`config.mk`:
```
export PLATFORM = sky130hd
export DESIGN_NAME = dut_sampler
export DESIGN_NICKNAME = d
export VERILOG_FILES = /design/src/rtl/dut_sampler_pkg.sv /design/src/rtl/dut_sampler_settle_timer.sv /design/src/rtl/dut_sampler.sv
export SDC_FILE = /design/constraint.sdc
export NUM_CORES = 1
export LEC_CHECK = 0
export CELL_PAD_IN_SITES_DETAIL_PLACEMENT = 1
export CELL_PAD_IN_SITES_GLOBAL_PLACEMENT = 1
export CORE_UTILIZATION = 40
export CTS_BUF_LIST = sky130_fd_sc_hd__clkbuf_16
export CTS_CLUSTER_SIZE = 40
export DETAILED_ROUTE_END_ITERATION = 8
export PLACE_DENSITY_LB_ADDON = 0.1
export SYNTH_ARGS = -nofsm -noshare
export SYNTH_HDL_FRONTEND = slang
export SYNTH_SLANG_ARGS = --single-unit
```
`constraint.sdc`:
```
create_clock -name clk -period 4.1 [get_ports clk]
set_clock_uncertainty 0.2 [all_clocks]
set_input_delay 1.23 -clock clk [delete_from_list [all_inputs] [get_ports clk]]
set_output_delay 1.23 -clock clk [all_outputs]
set_load 0.1 [all_outputs]
```
`src/rtl/dut_sampler_pkg.sv`:
```
// Shared types and constants for the dut_sampler stimulus/capture sequencer.
// The optional result parity (macro DUT_SAMPLER_PARITY_EN) is handled in dut_sampler.sv.
package dut_sampler_pkg;

   typedef enum logic [1:0] {
      IDLE   = 2'd0,
      SETTLE = 2'd1,
      DONE   = 2'd2
   } state_e;

   localparam int DUT_BUS_WIDTH = 32;
   localparam int SEL_W         = $clog2(DUT_BUS_WIDTH);
   localparam int SETTLE_CNT_W  = 8;

endpackage : dut_sampler_pkg

```
`src/rtl/dut_sampler_settle_timer.sv`:
```
// Loadable down-counter that paces each captured bit; zero_o flags the capture cycle.
module dut_sampler_settle_timer
   import dut_sampler_pkg::*;
(
   input  logic                    clk,
   input  logic                    reset_n,
   input  logic                    load_i,
   input  logic [SETTLE_CNT_W-1:0] load_val_i,
   input  logic                    en_i,
   output logic                    zero_o
);

   logic [SETTLE_CNT_W-1:0] count_q;
   logic [SETTLE_CNT_W-1:0] count_d;

   always_comb begin
      count_d = count_q;
      if (load_i) begin
         count_d = load_val_i;
      end else if (en_i && (count_q != '0)) begin
         count_d = count_q - 1'b1;
      end
   end

   always_ff @(posedge clk or negedge reset_n) begin
      if (!reset_n) begin
         count_q <= '0;
      end else begin
         count_q <= count_d;
      end
   end

   assign zero_o = (count_q == '0);

endmodule : dut_sampler_settle_timer

```
`src/rtl/dut_sampler.sv`:
```
// Stimulus/capture sequencer: applies a command word to the DUT, sweeps the output
// select bit by bit and returns the captured word. Optional rsp_parity via DUT_SAMPLER_PARITY_EN.
module dut_sampler
   import dut_sampler_pkg::*;
#(
   parameter int WIDTH         = 32,
   parameter int SETTLE_CYCLES = 2
)
(
   input  logic                     clk,
   input  logic                     reset_n,
   input  logic                     cmd_valid,
   output logic                     cmd_ready,
   input  logic [DUT_BUS_WIDTH-1:0] cmd_data,
   input  logic                     sweep_abort,
   output logic                     rsp_valid,
   input  logic                     rsp_ready,
   output logic [DUT_BUS_WIDTH-1:0] rsp_data,
`ifdef DUT_SAMPLER_PARITY_EN
   output logic                     rsp_parity,
`endif
   output logic                     busy,
   output logic [DUT_BUS_WIDTH-1:0] dut_input,
   output logic [DUT_BUS_WIDTH-1:0] dut_signal_select,
   input  logic                     dut_output
);

   localparam logic [SEL_W-1:0]        LAST_SEL   = SEL_W'(WIDTH - 1);
   localparam logic [SETTLE_CNT_W-1:0] SETTLE_VAL = SETTLE_CNT_W'(SETTLE_CYCLES);

   state_e                   state_q, state_d;
   logic [SEL_W-1:0]         sel_q, sel_d;
   logic [DUT_BUS_WIDTH-1:0] result_q, result_d;
   logic [DUT_BUS_WIDTH-1:0] dut_input_q, dut_input_d;
   logic [DUT_BUS_WIDTH-1:0] rsp_data_q, rsp_data_d;
   logic                     rsp_valid_q, rsp_valid_d;
`ifdef DUT_SAMPLER_PARITY_EN
   logic                     parity_q, parity_d;
`endif

   logic timer_load;
   logic timer_en;
   logic timer_zero;

   dut_sampler_settle_timer u_settle_timer (
      .clk        (clk),
      .reset_n    (reset_n),
      .load_i     (timer_load),
      .load_val_i (SETTLE_VAL),
      .en_i       (timer_en),
      .zero_o     (timer_zero)
   );

   always_comb begin
      state_d     = state_q;
      sel_d       = sel_q;
      result_d    = result_q;
      dut_input_d = dut_input_q;
      rsp_data_d  = rsp_data_q;
      rsp_valid_d = rsp_valid_q;
`ifdef DUT_SAMPLER_PARITY_EN
      parity_d    = parity_q;
`endif
      timer_load  = 1'b0;
      timer_en    = 1'b0;

      case (state_q)
         IDLE: begin
            if (cmd_valid) begin
               dut_input_d = cmd_data;
               sel_d       = '0;
               result_d    = '0;
               timer_load  = 1'b1;
               state_d     = SETTLE;
            end
         end
         SETTLE: begin
            // Abort wins over a capture landing in the same cycle.
            if (sweep_abort) begin
               sel_d   = '0;
               state_d = IDLE;
            end else if (!timer_zero) begin
               timer_en = 1'b1;
            end else begin
               result_d[sel_q] = dut_output;
               if (sel_q == LAST_SEL) begin
                  state_d = DONE;
               end else begin
                  sel_d      = sel_q + 1'b1;
                  timer_load = 1'b1;
               end
            end
         end
         DONE: begin
            // First DONE cycle publishes the finished word; rsp_data then holds until taken.
            if (!rsp_valid_q) begin
               rsp_valid_d = 1'b1;
               rsp_data_d  = result_q;
`ifdef DUT_SAMPLER_PARITY_EN
               parity_d    = ^result_q;
`endif
            end else if (rsp_ready) begin
               rsp_valid_d = 1'b0;
               sel_d       = '0;
               state_d     = IDLE;
            end
         end
         default: begin
            state_d = IDLE;
         end
      endcase
   end

   always_ff @(posedge clk or negedge reset_n) begin
      if (!reset_n) begin
         state_q     <= IDLE;
         sel_q       <= '0;
         result_q    <= '0;
         dut_input_q <= '0;
         rsp_data_q  <= '0;
         rsp_valid_q <= 1'b0;
`ifdef DUT_SAMPLER_PARITY_EN
         parity_q    <= 1'b0;
`endif
      end else begin
         state_q     <= state_d;
         sel_q       <= sel_d;
         result_q    <= result_d;
         dut_input_q <= dut_input_d;
         rsp_data_q  <= rsp_data_d;
         rsp_valid_q <= rsp_valid_d;
`ifdef DUT_SAMPLER_PARITY_EN
         parity_q    <= parity_d;
`endif
      end
   end

   assign cmd_ready         = (state_q == IDLE);
   assign busy              = (state_q == SETTLE);
   assign rsp_valid         = rsp_valid_q;
   assign rsp_data          = rsp_data_q;
   assign dut_input         = dut_input_q;
   assign dut_signal_select = {{(DUT_BUS_WIDTH - SEL_W){1'b0}}, sel_q};
`ifdef DUT_SAMPLER_PARITY_EN
   assign rsp_parity        = parity_q;
`endif

endmodule : dut_sampler

```
==> metrics.log <==
[metrics] register bit count reported by yosys: 112
[metrics] chip width: 114.7 µm
[metrics] shortest period the worst path allows: 3092 ps
[metrics] y dimension of the die: 114.7 µm
[metrics] type of destination of the critical path: output pin
[metrics] most common cell after layout, fill and taps aside: sky130_fd_sc_hd__nand2_1
[metrics] unique cell type count in the Yosys netlist: 47
[metrics] Critical Path Fanout Max: 32
[metrics] Hold Violations, Final: 0
[metrics] number of global-route vias before repair: 4009
[metrics] wirelength, routed: 12860 µm
[metrics] PD cells: 756.0 mW/mm²
[metrics] layout cell share with drive strength beyond 1: 0.2251
[metrics] commonest non-fill, non-tap cells in the layout: sky130_fd_sc_hd__nand2_1 (119), sky130_fd_sc_hd__dfrtp_1 (112), sky130_fd_sc_hd__buf_4 (79), sky130_fd_sc_hd__o21ai_0 (59), sky130_fd_sc_hd__clkdlybuf4s50_1 (36)
[metrics] classification of the worst setup path: flip-flop to output pin
[metrics] VDD IR-drop max: 0.5043 mV
[metrics] antenna violations before repair: 0
[metrics] wire length of the first global-routing pass: 21050 µm
[metrics] cells along the critical path: nand2b_1 -> buf_4 -> inv_1 -> buf_4
[metrics] highest achievable clock rate: 323.4 MHz
[metrics] RSZ-0062 raised after global routing: no
[metrics] tightest slew margin relative to the limit: 0.2575
[metrics] count of max-cap constraint violations: 0
[metrics] global routing usage on met3: 0.03070
[metrics] Port Buf Inserts: 109
[metrics] top_reg_cell synth: sky130_fd_sc_hd__dfrtp_1
[metrics] core occupancy in the finished layout: 0.5181
[metrics] busiest layer in global routing: met2
[metrics] setup TNS: 0 ps
[metrics] post-route cell area: 0.006327 mm²
[metrics] I/O Pins: 137
[metrics] hold bufs inserted after CTS: 0
[metrics] placed cell areas: 0.006047 mm²
[metrics] count of synthesis-stage warnings from yosys: 0
[metrics] Crit path required time: 2670 ps
[metrics] filler-free cell count of the finished design: 781
[metrics] clock tree from TritonCTS: built
[metrics] Critical path buffers and inverters: 3
[metrics] Area growth, synth to finish: 24.59%
[metrics] Worst Setup Start Kind: flip-flop
[metrics] TritonCTS sink count: 112
[metrics] total half-perimeter wirelength after legalization and detailed placement: 8763 µm
[metrics] Detailed Routing Iterations Pass 1: 4
[metrics] antenna violation net count after detailed routing: 0
[metrics] Global Route Usage Sum: 0.2099
[metrics] clock-pin slew of the registers on the worst-case setup and hold paths: 70 ps
[metrics] number of failing setup endpoints in the final timing report: 0
[metrics] depth of the CTS H-tree: 3
[metrics] critical path arrival: 1660 ps
[metrics] number of buffers inserted during clock tree synthesis: 9
[metrics] Ant. Diodes: 0
[metrics] register-to-register path setup slack: 1460 ps
[metrics] met1 track demand over resource in global routing: 0.2727
[metrics] slowest stage delay, CP: 470 ps
[metrics] worst slew pin tran: 1111 ps
[metrics] Clock Latency Late Sink: 360 ps
[metrics] Post-CTS Setup Repair Bufs: 0
[metrics] number of max-slew violations in the final report: 0
[metrics] maximum root-to-sink buffer count: 2
[metrics] via-per-instance ratio: 5.060
[metrics] DR DRC count: 0
[metrics] cell family contributing the most delay on the critical path: buffers and inverters
[metrics] Leakage: 0.003203 µW
[metrics] post-synth design cell area: 0.005079 mm²
[metrics] total number of vias: 3952
[metrics] grt ovf: 0
[metrics] final-stage net count: 653
[metrics] maximum number of pins on one net before global-route repair: 113
[metrics] placed cell count: 765
[metrics] library cell contributing the largest single delay on the critical path: sky130_fd_sc_hd__dfrtp_1
[metrics] GPL Wtd Cong: 0.7982
[metrics] average cell area after synthesis: 9.958 µm²
[metrics] post-synthesis sequential area ratio: 0.5519
[metrics] count of flip-flops with a built-in enable after synthesis: 0
[metrics] area of the die: 0.01315 mm²
[metrics] wire length per cell: 16.46 µm
[metrics] run status: finished, final reports clean
[metrics] Post-synth ARST share: 1.000
[metrics] clock root buffer: sky130_fd_sc_hd__clkbuf_16
[metrics] count of standard-cell rows: 40
[metrics] met2 usage: 0.3499
[metrics] portion of the clock cycle consumed by the worst path in the final layout: 0.7541
[metrics] Initial Utilization: 0.4159
[metrics] Post-Route Hold Slack: 281.0 ps
[metrics] most frequent cell on the critical path: sky130_fd_sc_hd__buf_4
[metrics] Detailed Route Iter0 Violations: 159
[metrics] class of the tightest hold or removal check: flip-flop to flip-flop
[metrics] Post-Synthesis Cells: 510
[metrics] total core area: 0.01221 mm²
[metrics] count of instances resized after the clock tree is built: 0
-- registers in the layout, summed over array words and instances (netlist names) --
register                flops
result_q                   32
dut_input                  32
u_settle_timer.count_q      8
sel_q                       5
rsp_data                   32
rsp_valid                   1
state_q                     2
-- where the power goes --
| part | switching, µW | internal [µW] |
|---|---|---|
| sequential | 152 | 1310 |
| combinational | 1970 | 497 |
| clock | 396 | 464 |
-- layout make-up --
class / instances / area, µm²
clock buffers: 9 / 225.2
clock inverters: 7 / 55.05
fillers: 1433 / 5884
inverters: 6 / 22.52
multi-input cells: 363 / 2038
flip-flops and latches: 112 / 2803
well taps: 168 / 210.2
repair buffers: 116 / 973.4
-- per-layer routing --
layer,share of wire,vias to the layer above
li1,-,1870
met1,0.44,1981
met2,0.51,85
met3,0.033,16
met4,0.021,0
met5,0,-
-- cells in the mapped netlist, types with 2 or more instances --
cell type / number / area, µm²
sky130_fd_sc_hd__a21oi_1: 33 / 165.2
sky130_fd_sc_hd__a22o_1: 2 / 17.52
sky130_fd_sc_hd__a31oi_1: 2 / 12.51
sky130_fd_sc_hd__and3_1: 2 / 12.51
sky130_fd_sc_hd__and3b_1: 3 / 26.28
sky130_fd_sc_hd__buf_2: 4 / 20.02
sky130_fd_sc_hd__buf_4: 29 / 217.7
sky130_fd_sc_hd__clkbuf_1: 22 / 82.58
sky130_fd_sc_hd__dfrtp_1: 112 / 2803
sky130_fd_sc_hd__ha_1: 7 / 87.58
sky130_fd_sc_hd__inv_1: 6 / 22.52
sky130_fd_sc_hd__mux2_1: 2 / 22.52
sky130_fd_sc_hd__mux2_2: 31 / 349.1
sky130_fd_sc_hd__mux2i_1: 2 / 20.02
sky130_fd_sc_hd__nand2_1: 119 / 446.7
sky130_fd_sc_hd__nand2_2: 3 / 18.77
sky130_fd_sc_hd__nand2b_1: 6 / 37.54
sky130_fd_sc_hd__nand3_1: 11 / 55.05
sky130_fd_sc_hd__nand4_1: 2 / 12.51
sky130_fd_sc_hd__nor2_1: 14 / 52.55
sky130_fd_sc_hd__nor2b_1: 2 / 12.51
sky130_fd_sc_hd__nor3_1: 3 / 15.01
sky130_fd_sc_hd__nor3b_1: 5 / 37.54
sky130_fd_sc_hd__o211ai_1: 2 / 15.01
sky130_fd_sc_hd__o21ai_0: 59 / 295.3
sky130_fd_sc_hd__or3_1: 4 / 25.02
sky130_fd_sc_hd__or3b_2: 2 / 17.52
sky130_fd_sc_hd__or4_4: 2 / 22.52
-- through the flow --
stage / power [µW] / worst slack [ps]
6_report: 4784 / 1008
3_5_place_dp: 3959 / 790.8
5_1_grt: 5017 / 911.5
3_3_place_gp: 3905 / 912.1
4_1_cts: 4825 / 993.8
2_1_floorplan: 3403 / 958.7
-- path summary, 6_finish.rpt --
| kind | startpoint | end | cells after the start |
|---|---|---|---|
| min in group asynchronous | reset_n | result_q[4]$_DFFE_PN0P_ | 2 |
| worst max-delay path | state_q[1]$_DFFE_PN0P_ | busy | 4 |
| worst min-delay path | dut_input[11]$_DFFE_PN0N_ | dut_input[11]$_DFFE_PN0N_ | 2 |
| worst min register to register | dut_input[11]$_DFFE_PN0N_ | dut_input[11]$_DFFE_PN0N_ | 2 |
| worst max register to register | u_settle_timer.count_q[0]$_DFFE_PN0P_ | result_q[1]$_DFFE_PN0P_ | 6 |
| max in group asynchronous | reset_n | u_settle_timer.count_q[1]$_DFFE_PN0P_ | 2 |
-- tightest hold or removal path: cells and delay by family (launching register included) --
family / cells / cell delay (ps)
AND/OR/NAND/NOR: 2 / 110
flip-flops: 1 / 340
-- kinds of logic (layout without fill, tap and decap cells) --
kind of cell,after synthesis,count (layout),synth area share
xor+xnor,2,2,0.003450
flops,112,112,0.5519
mux,35,35,0.07711
other cells,1,27,0.0007384
compound gates,107,107,0.1143
simple gates,185,185,0.1678
buf+inv,61,138,0.06750
fa+ha+maj,7,7,0.01724
Note: power is estimated with default switching activity, not from simulation.
